--- src/rtl/fetch_sequencer.sv ---
// fetch_sequencer: multi-cycle fetch/execute/update control with fetch timeout and retire count
module fetch_sequencer #(
    parameter logic [31:0] RESET_PC      = 32'h0000_0000,
    parameter int          FETCH_TIMEOUT = 255
) (
    input  logic        clk,
    input  logic        rst_n,
    output logic        imem_req,
    output logic [31:0] imem_addr,
    input  logic        imem_ack,
    input  logic [31:0] imem_rdata,
    output logic [31:0] pc,
    output logic [1:0]  pc_sel,
    output logic        add_sel,
    output logic [25:0] jaddr,
    output logic [15:0] imm,
    output logic [31:0] instr,
    output logic        instr_valid,
    input  logic        exec_done,
    input  logic [31:0] new_pc,
    output logic        fault,
    output logic [31:0] retired
);
    typedef enum logic [2:0] {IDLE, FETCH, EXEC, UPDATE, HALT} state_t;
    state_t      state;
    logic [31:0] wait_cnt;
    logic        decoding, is_jump, is_bne, is_jr;

    assign imem_addr = pc;
    assign jaddr     = instr[25:0];
    assign imm       = instr[15:0];
    assign decoding  = state == EXEC || state == UPDATE;
    assign is_jump   = instr[31:26] == 6'b000010 || instr[31:26] == 6'b000011;
    assign is_bne    = instr[31:26] == 6'b000101;
    assign is_jr     = instr[31:26] == 6'b000000 && instr[5:0] == 6'b001000;
    assign pc_sel    = !decoding ? 2'd1 : is_jump ? 2'd0 : is_jr ? 2'd2 : 2'd1;
    assign add_sel   = decoding && is_bne;

    always_ff @(posedge clk or negedge rst_n) begin
        if (!rst_n) begin
            state       <= IDLE;
            pc          <= RESET_PC;
            instr       <= '0;
            imem_req    <= 1'b0;
            instr_valid <= 1'b0;
            fault       <= 1'b0;
            retired     <= '0;
            wait_cnt    <= '0;
        end else begin
            instr_valid <= 1'b0;
            case (state)
                IDLE: begin
                    state    <= FETCH;
                    imem_req <= 1'b1;
                    wait_cnt <= '0;
                end
                // an ack arriving on the final allowed cycle still wins over the timeout
                FETCH: if (imem_ack) begin
                    instr       <= imem_rdata;
                    imem_req    <= 1'b0;
                    instr_valid <= 1'b1;
                    state       <= EXEC;
                end else if (wait_cnt == 32'(FETCH_TIMEOUT)) begin
                    fault    <= 1'b1;
                    imem_req <= 1'b0;
                    state    <= HALT;
                end else begin
                    wait_cnt <= wait_cnt + 32'd1;
                end
                EXEC: if (exec_done) state <= UPDATE;
                UPDATE: begin
                    pc       <= new_pc;
                    retired  <= retired + 32'd1;
                    imem_req <= 1'b1;
                    wait_cnt <= '0;
                    state    <= FETCH;
                end
                HALT: state <= HALT;
                default: state <= IDLE;
            endcase
        end
    end
endmodule

--- config.mk ---
export PLATFORM = sky130hd
export DESIGN_NAME = fetch_sequencer
export DESIGN_NICKNAME = d
export VERILOG_FILES = /design/src/rtl/fetch_sequencer.sv
export SDC_FILE = /design/constraint.sdc
export NUM_CORES = 1
export LEC_CHECK = 0
export ABC_AREA = 1
export CAP_MARGIN = 20
export CORE_ASPECT_RATIO = 1.1
export CORE_MARGIN = 3
export CORE_UTILIZATION = 43
export CTS_CLUSTER_DIAMETER = 40
export DETAILED_ROUTE_END_ITERATION = 12
export PLACE_DENSITY_LB_ADDON = 0.05
export SYNTH_ARGS = -nofsm -noshare
export SYNTH_HDL_FRONTEND = slang
export SYNTH_SLANG_ARGS = --single-unit
--- constraint.sdc ---
create_clock -name clk -period 1.9 [get_ports clk]
set_input_delay 0.285 -clock clk [delete_from_list [all_inputs] [get_ports clk]]
set_output_delay 0.285 -clock clk [all_outputs]
set_load 0.01 [all_outputs]
Yosys cells after proc, flatten, opt, wreduce, memory -nomap -nowiden
Index checks and enable logic that the tools add are counted.
{"block": "totals", "ff_bits": 134}
{"block": "classes", "add_sub_neg": 2, "eq_ne": 13, "n_mux": 15, "bitwise": 1, "n_reduce_logical": 13}
{"cell": "32-bit by 1-bit adder with 32-bit output (second input constant)", "n": 2}
{"cell": "32-bit 2-to-1 mux", "n": 2}
{"cell": "32-bit one-hot mux with 2 select lines", "n": 1}
{"cell": "32-bit by 8-bit == test with 1-bit output (second input constant)", "n": 1}
{"cell": "6-bit by 2-bit == test with 1-bit output (second input constant)", "n": 2}
{"cell": "3-bit one-hot mux with 4 select lines", "n": 1}
{"cell": "3-bit 2-to-1 mux", "n": 3}
{"cell": "3-bit by 2-bit == test with 1-bit output (second input constant)", "n": 2}
{"cell": "6-bit by 3-bit == test with 1-bit output (second input constant)", "n": 1}
{"cell": "6-bit by 4-bit == test with 1-bit output (second input constant)", "n": 1}
{"cell": "6-bit zero test", "n": 1}
{"cell": "2-bit 2-to-1 mux", "n": 3}
{"cell": "2-bit inequality test (second input constant)", "n": 3}
{"cell": "2-bit AND reduction", "n": 3}
{"cell": "3-bit AND reduction", "n": 2}
{"cell": "1-bit 2-to-1 mux", "n": 4}
{"cell": "3-bit by 1-bit == test with 1-bit output (second input constant)", "n": 1}
{"cell": "3-bit == test (second input constant)", "n": 1}
{"cell": "3-bit zero test", "n": 1}
{"cell": "3-bit inequality test (second input constant)", "n": 1}
{"cell": "1-bit logical AND", "n": 2}
{"cell": "1-bit logical OR", "n": 2}
{"cell": "1-bit one-hot mux with 2 select lines", "n": 1}
{"cell": "2-bit nonzero test", "n": 1}
{"cell": "2 further kinds", "n": 2}

Depth between registers and ports, before layout
{"block": "depth", "word_depth": 5, "ltp_mapped": 12, "mapped_depth_nobuf": 11}

Least setup slack after synthesis
OpenSTA, ideal clock, no wires.
{"block": "synth_path", "kind": "register to register", "from": "register wait_cnt[0]", "to": "register wait_cnt[11]", "setup_time_ps": 66, "t_arrival_ps": 1641, "t_required_ps": 1834, "setup_slack_ps": 193, "stages_incl_launch_ff": 12, "synth_period_minus_slack_ps": 1707, "cell_sequence": "dfrtp_1 ha_1 nand2_1 nor2_4 nand2_4 clkinv_2 nand2_4 nor2_8 nor2_4 buf_2 nand4_1 nand2_1"}
{"block": "synth_between", "elab_chain_cells": 4}
{"item": "from (decl)", "line_no": "26", "text": "logic [31:0] wait_cnt;"}
{"item": "from (signal assigned)", "line_no": "68", "text": "wait_cnt <= wait_cnt + 32'd1;"}
{"item": "32-bit by 1-bit adder with 32-bit output", "line_no": "68"}
{"item": "32-bit 2-to-1 mux", "line_no": "63", "text": "end else if (wait_cnt == 32'(FETCH_TIMEOUT)) begin"}
{"item": "32-bit 2-to-1 mux", "line_no": "58", "text": "FETCH: if (imem_ack) begin"}
{"item": "32-bit one-hot mux with 2 select lines", "line_no": "51", "text": "case (state)"}
Parallel ways exist; a longest one is shown, timed or not. The select of a mux whose other input is x is not followed.
A chain may end at the register's enable or synchronous reset.

Worst setup path after layout
{"block": "layout_path", "from": "register instr[1]", "to": "output pc_sel[1]"}
{"block": "layout_between", "elab_chain_cells": 5}
{"item": "from (decl)", "line_no": "17", "text": "output logic [31:0] instr,"}
{"item": "from (signal assigned)", "line_no": "59", "text": "instr <= imem_rdata;"}
{"item": "6-bit by 4-bit == test with 1-bit output", "line_no": "35", "text": "assign is_jr = instr[31:26] == 6'b000000 && instr[5:0] == 6'b001000;"}
{"item": "1-bit logical AND", "line_no": "35"}
{"item": "2-bit 2-to-1 mux (3 in a row)", "line_no": "36", "text": "assign pc_sel = !decoding ? 2'd1 : is_jump ? 2'd0 : is_jr ? 2'd2 : 2'd1;"}
{"item": "to (decl)", "line_no": "13", "text": "output logic [1:0] pc_sel,"}
Every way passes these cells.

==> impl_metrics.py <==
metrics = {
    "worst_setup_path": {
        "cp.arrival_ps": 1530,
        "worstPathMaxFanout": 2,
        "cp_data_required_time_ps": 1620,
        "cp-startpoint": "instr[1]$_DFFE_PN0P_",
        "critPathCaptureType": "output port",
        "worstReg2RegStart": "wait_cnt[1]$_DFFE_PN0P_",
        "endpoint": "pc_sel[1]",
        "reg2reg_slack_ps": 170,
        "worstSetupStartpointType": "flip-flop",
        "path_class": "reg -> out",
        "regToRegEndpoint": "wait_cnt[11]$_DFFE_PN0P_",
        "rr_worst_depth": 11,
    },
    "global_routing": {
        "gr-total-overflow": 0,
        "busiest_layer": "met2",
        "grt_pass1_vias": 6097,
        "grtUsageMet3": 0.0511,
        "grt_max_degree": 58,
        "use_met1": 0.274,
        "antenna_found_initial": 0,
        "grt_util_all_layers": 0.216,
        "grt_pass1_wl_um": 31500,
        "met2_usage": 0.365,
    },
    "placed_design": {
        "dp.cells": 1335,
        "dpl_cell_area_sq_um": 9470,
        "pre_cts_slack_ps": 87.8,
        "dpl.hpwl_um": 14500,
        "gp_congestion": 0.906,
        "io_buffers": 243,
    },
    "detailed_routing": {
        "route.vias.total": 6506,
        "wirelength_um": 19700,
        "viasPerCell": 4.75,
        "dr.pass1.iters": 5,
        "drt_iter0_drc": 477,
        "wire_per_inst_um": 14.4,
        "drc_errors": 0,
        "drtAntennaViolNets": 0,
    },
    "die": {
        "rows": 49,
        "core-area_sq_um": 16400,
        "floorplan.die.height_um": 142,
        "die_width_um": 130,
        "ios": 244,
        "dieArea_sq_um": 18400,
        "initial_core_util": 0.441,
    },
    "layout": {
        "layoutNonFillerInstCount": 1369,
        "num_antenna_cells": 0,
        "utilization": 0.618,
        "multi_input_area_sq_um": 3030,
        "nFillCells": 1464,
        "regArea_sq_um": 3350,
        "fin_area_sq_um": 10200,
        "nets": 1224,
        "area_growth_pct": 40.1,
        "drive_above_1_share": 0.0790,
    },
    "timing": {
        "rsz0062_at_grt": "yes",
        "finClkSkew_ps": 5.47,
        "setup_viol": 0,
        "max-slew-margin-rel": 0.662,
        "worstMarginPinSlew_ps": 505,
        "hold_viol": 0,
        "finalWorstSetupSlack_ps": 83.8,
        "maxSlewViolCount": 0,
        "fin_crit_sh": 0.956,
        "post-route-min-period_ps": 1820,
        "fmax_ghz": 0.551,
    },
    "clock_network": {
        "cts_sinks": 134,
        "cts_buffers": 17,
        "htreeDepth": 4,
        "clock_latency_ps": 420,
        "path_clk_slew_ps": 60,
        "clockRootBuffer": "clkbuf_16",
        "clock_path_buffers": 2,
        "cts_tree": "done",
    },
    "power_and_ir_drop": {
        "p_seq_frac": 0.306,
        "p_sw_mw": 4.83,
        "ir_worst_vdd_mv": 0.871,
        "switching_share": 0.340,
        "clkPwrFrac": 0.255,
        "p_comb_frac": 0.439,
        "powerDensity_nw_per_um2": 1400,
        "p_leak_nw": 4.75,
        "p_int_mw": 9.36,
        "power_mw": 14.2,
    },
    "synth": {
        "ys_ff_latch": 134,
        "ys.warnings.count": 0,
        "synth.distinct_cells": 29,
        "yosysTopAreaCellShare": 0.463,
        "syn-num-nets": 1033,
        "synth_common_cells": "nand2_1, dfrtp_1, nor2_1",
        "ys.flop_type": "dfrtp_1",
        "synth_most_common_cell": "nand2_1",
        "synth_area_leaders": "dfrtp_1, nand2_1, buf_4",
        "synth_edf_count": 0,
        "synthArstFlopShare": 1.00,
        "synthCells": 963,
        "synth_top_area_cell": "dfrtp_1",
        "ys_seq_area_frac": 0.463,
        "avgSynthCellArea_sq_um": 7.52,
        "syn_area_sq_um": 7250,
    },
    "outcome": {
        "status": "finished, final reports clean",
    },
    "hold_path": {
        "hold_class": "in -> async",
    },
    "flow_run": {
        "max_cap_viol_count": 0,
    },
}
-- logic make-up (layout without fill, tap and decap cells) --
group	after synthesis	in the layout	synth area share
fa+ha+maj	2	2	0.00345
simple gates	642	642	0.372
flops	134	134	0.463
buf+inv	150	352	0.121
compound gates	5	5	0.00414
xor+xnor	30	30	0.0363
-- layer usage --
layer | share of wire | up-vias
li1 | - | 3298
met1 | 0.43 | 2969
met2 | 0.48 | 214
met3 | 0.064 | 25
met4 | 0.018 | 0
met5 | 0 | -
-- power groups by stage --
stage          Clock [mW]  Sequential (mW)  Combinational, mW
2_1_floorplan           0             4.60               3.17
3_3_place_gp            0             4.36               6.22
3_5_place_dp            0             4.39               6.24
4_1_cts              3.70             4.34               6.33
5_1_grt              3.82             4.46               6.79
6_report             3.62             4.34               6.24
-- worst max-delay path, cell delays in order (launching register included) --
cell	delay (ps)
dfrtp_1	400
nor4_2	300
nand4_1	150
nor2_1	130
buf_2	140
-- metrics by stage --
step                      TNS, ps  hold WS [ps]
after floorplan                 0         -10.6
after global placement          0           229
after detailed placement        0           228
after CTS                   -9.66           347
after global routing        -68.3           390
final                           0           345
-- cells in the final DEF, fill, tap and decap left out, types with 15 or more instances in the layout --
cell type          n
clkdlybuf4s50_1  239
xnor2_1           15
inv_1             47
nand2_1          442
nand3_1           37
dfrtp_1          134
nand4_1           29
xor2_1            15
nor2_1            90
buf_4             22
clkbuf_16         17
-- flip-flops by register name (all words and copies together) (netlist names) --
| register | flops |
|---|---|
| instr_valid | 1 |
| instr | 32 |
| wait_cnt | 32 |
| imem_addr | 32 |
| retired | 32 |
| fault | 1 |
| imem_req | 1 |
| state | 3 |
-- final cells by class --
| cell class | count | share of cell area |
|---|---|---|
| sequential | 134 | 0.330 |
| timing repair buffer | 270 | 0.263 |
| clock buffer | 22 | 0.0467 |
| tap | 204 | 0.0251 |
| clock inverter | 8 | 0.0169 |
| inverter | 52 | 0.0193 |
| multi-input combinational | 679 | 0.298 |
-- how the worst min path moves through the flow --
stage	startpoint	to	slack, ps	cells past startpoint
final	rst_n	imem_addr[17]$_DFFE_PN0N_	350	2
after global placement	rst_n	imem_addr[16]$_DFFE_PN0N_	230	1
after detailed placement	rst_n	imem_addr[17]$_DFFE_PN0N_	230	1
after CTS	rst_n	imem_addr[17]$_DFFE_PN0N_	350	2
after global routing	rst_n	imem_addr[16]$_DFFE_PN0N_	390	2
after floorplan	rst_n	fault$_DFFE_PN0P_	-10	0
-- timing repair --
item                                    4_1_cts  5_1_grt
hold endpoints to repair                     37        0
cloned                                        0        0
buffers inserted                              3        0
resized for setup                            10        4
endpoints found under the setup margin        3        3
hold buffers                                  1        0
pin swaps                                     3        3
(Power assumes the default switching activity.)
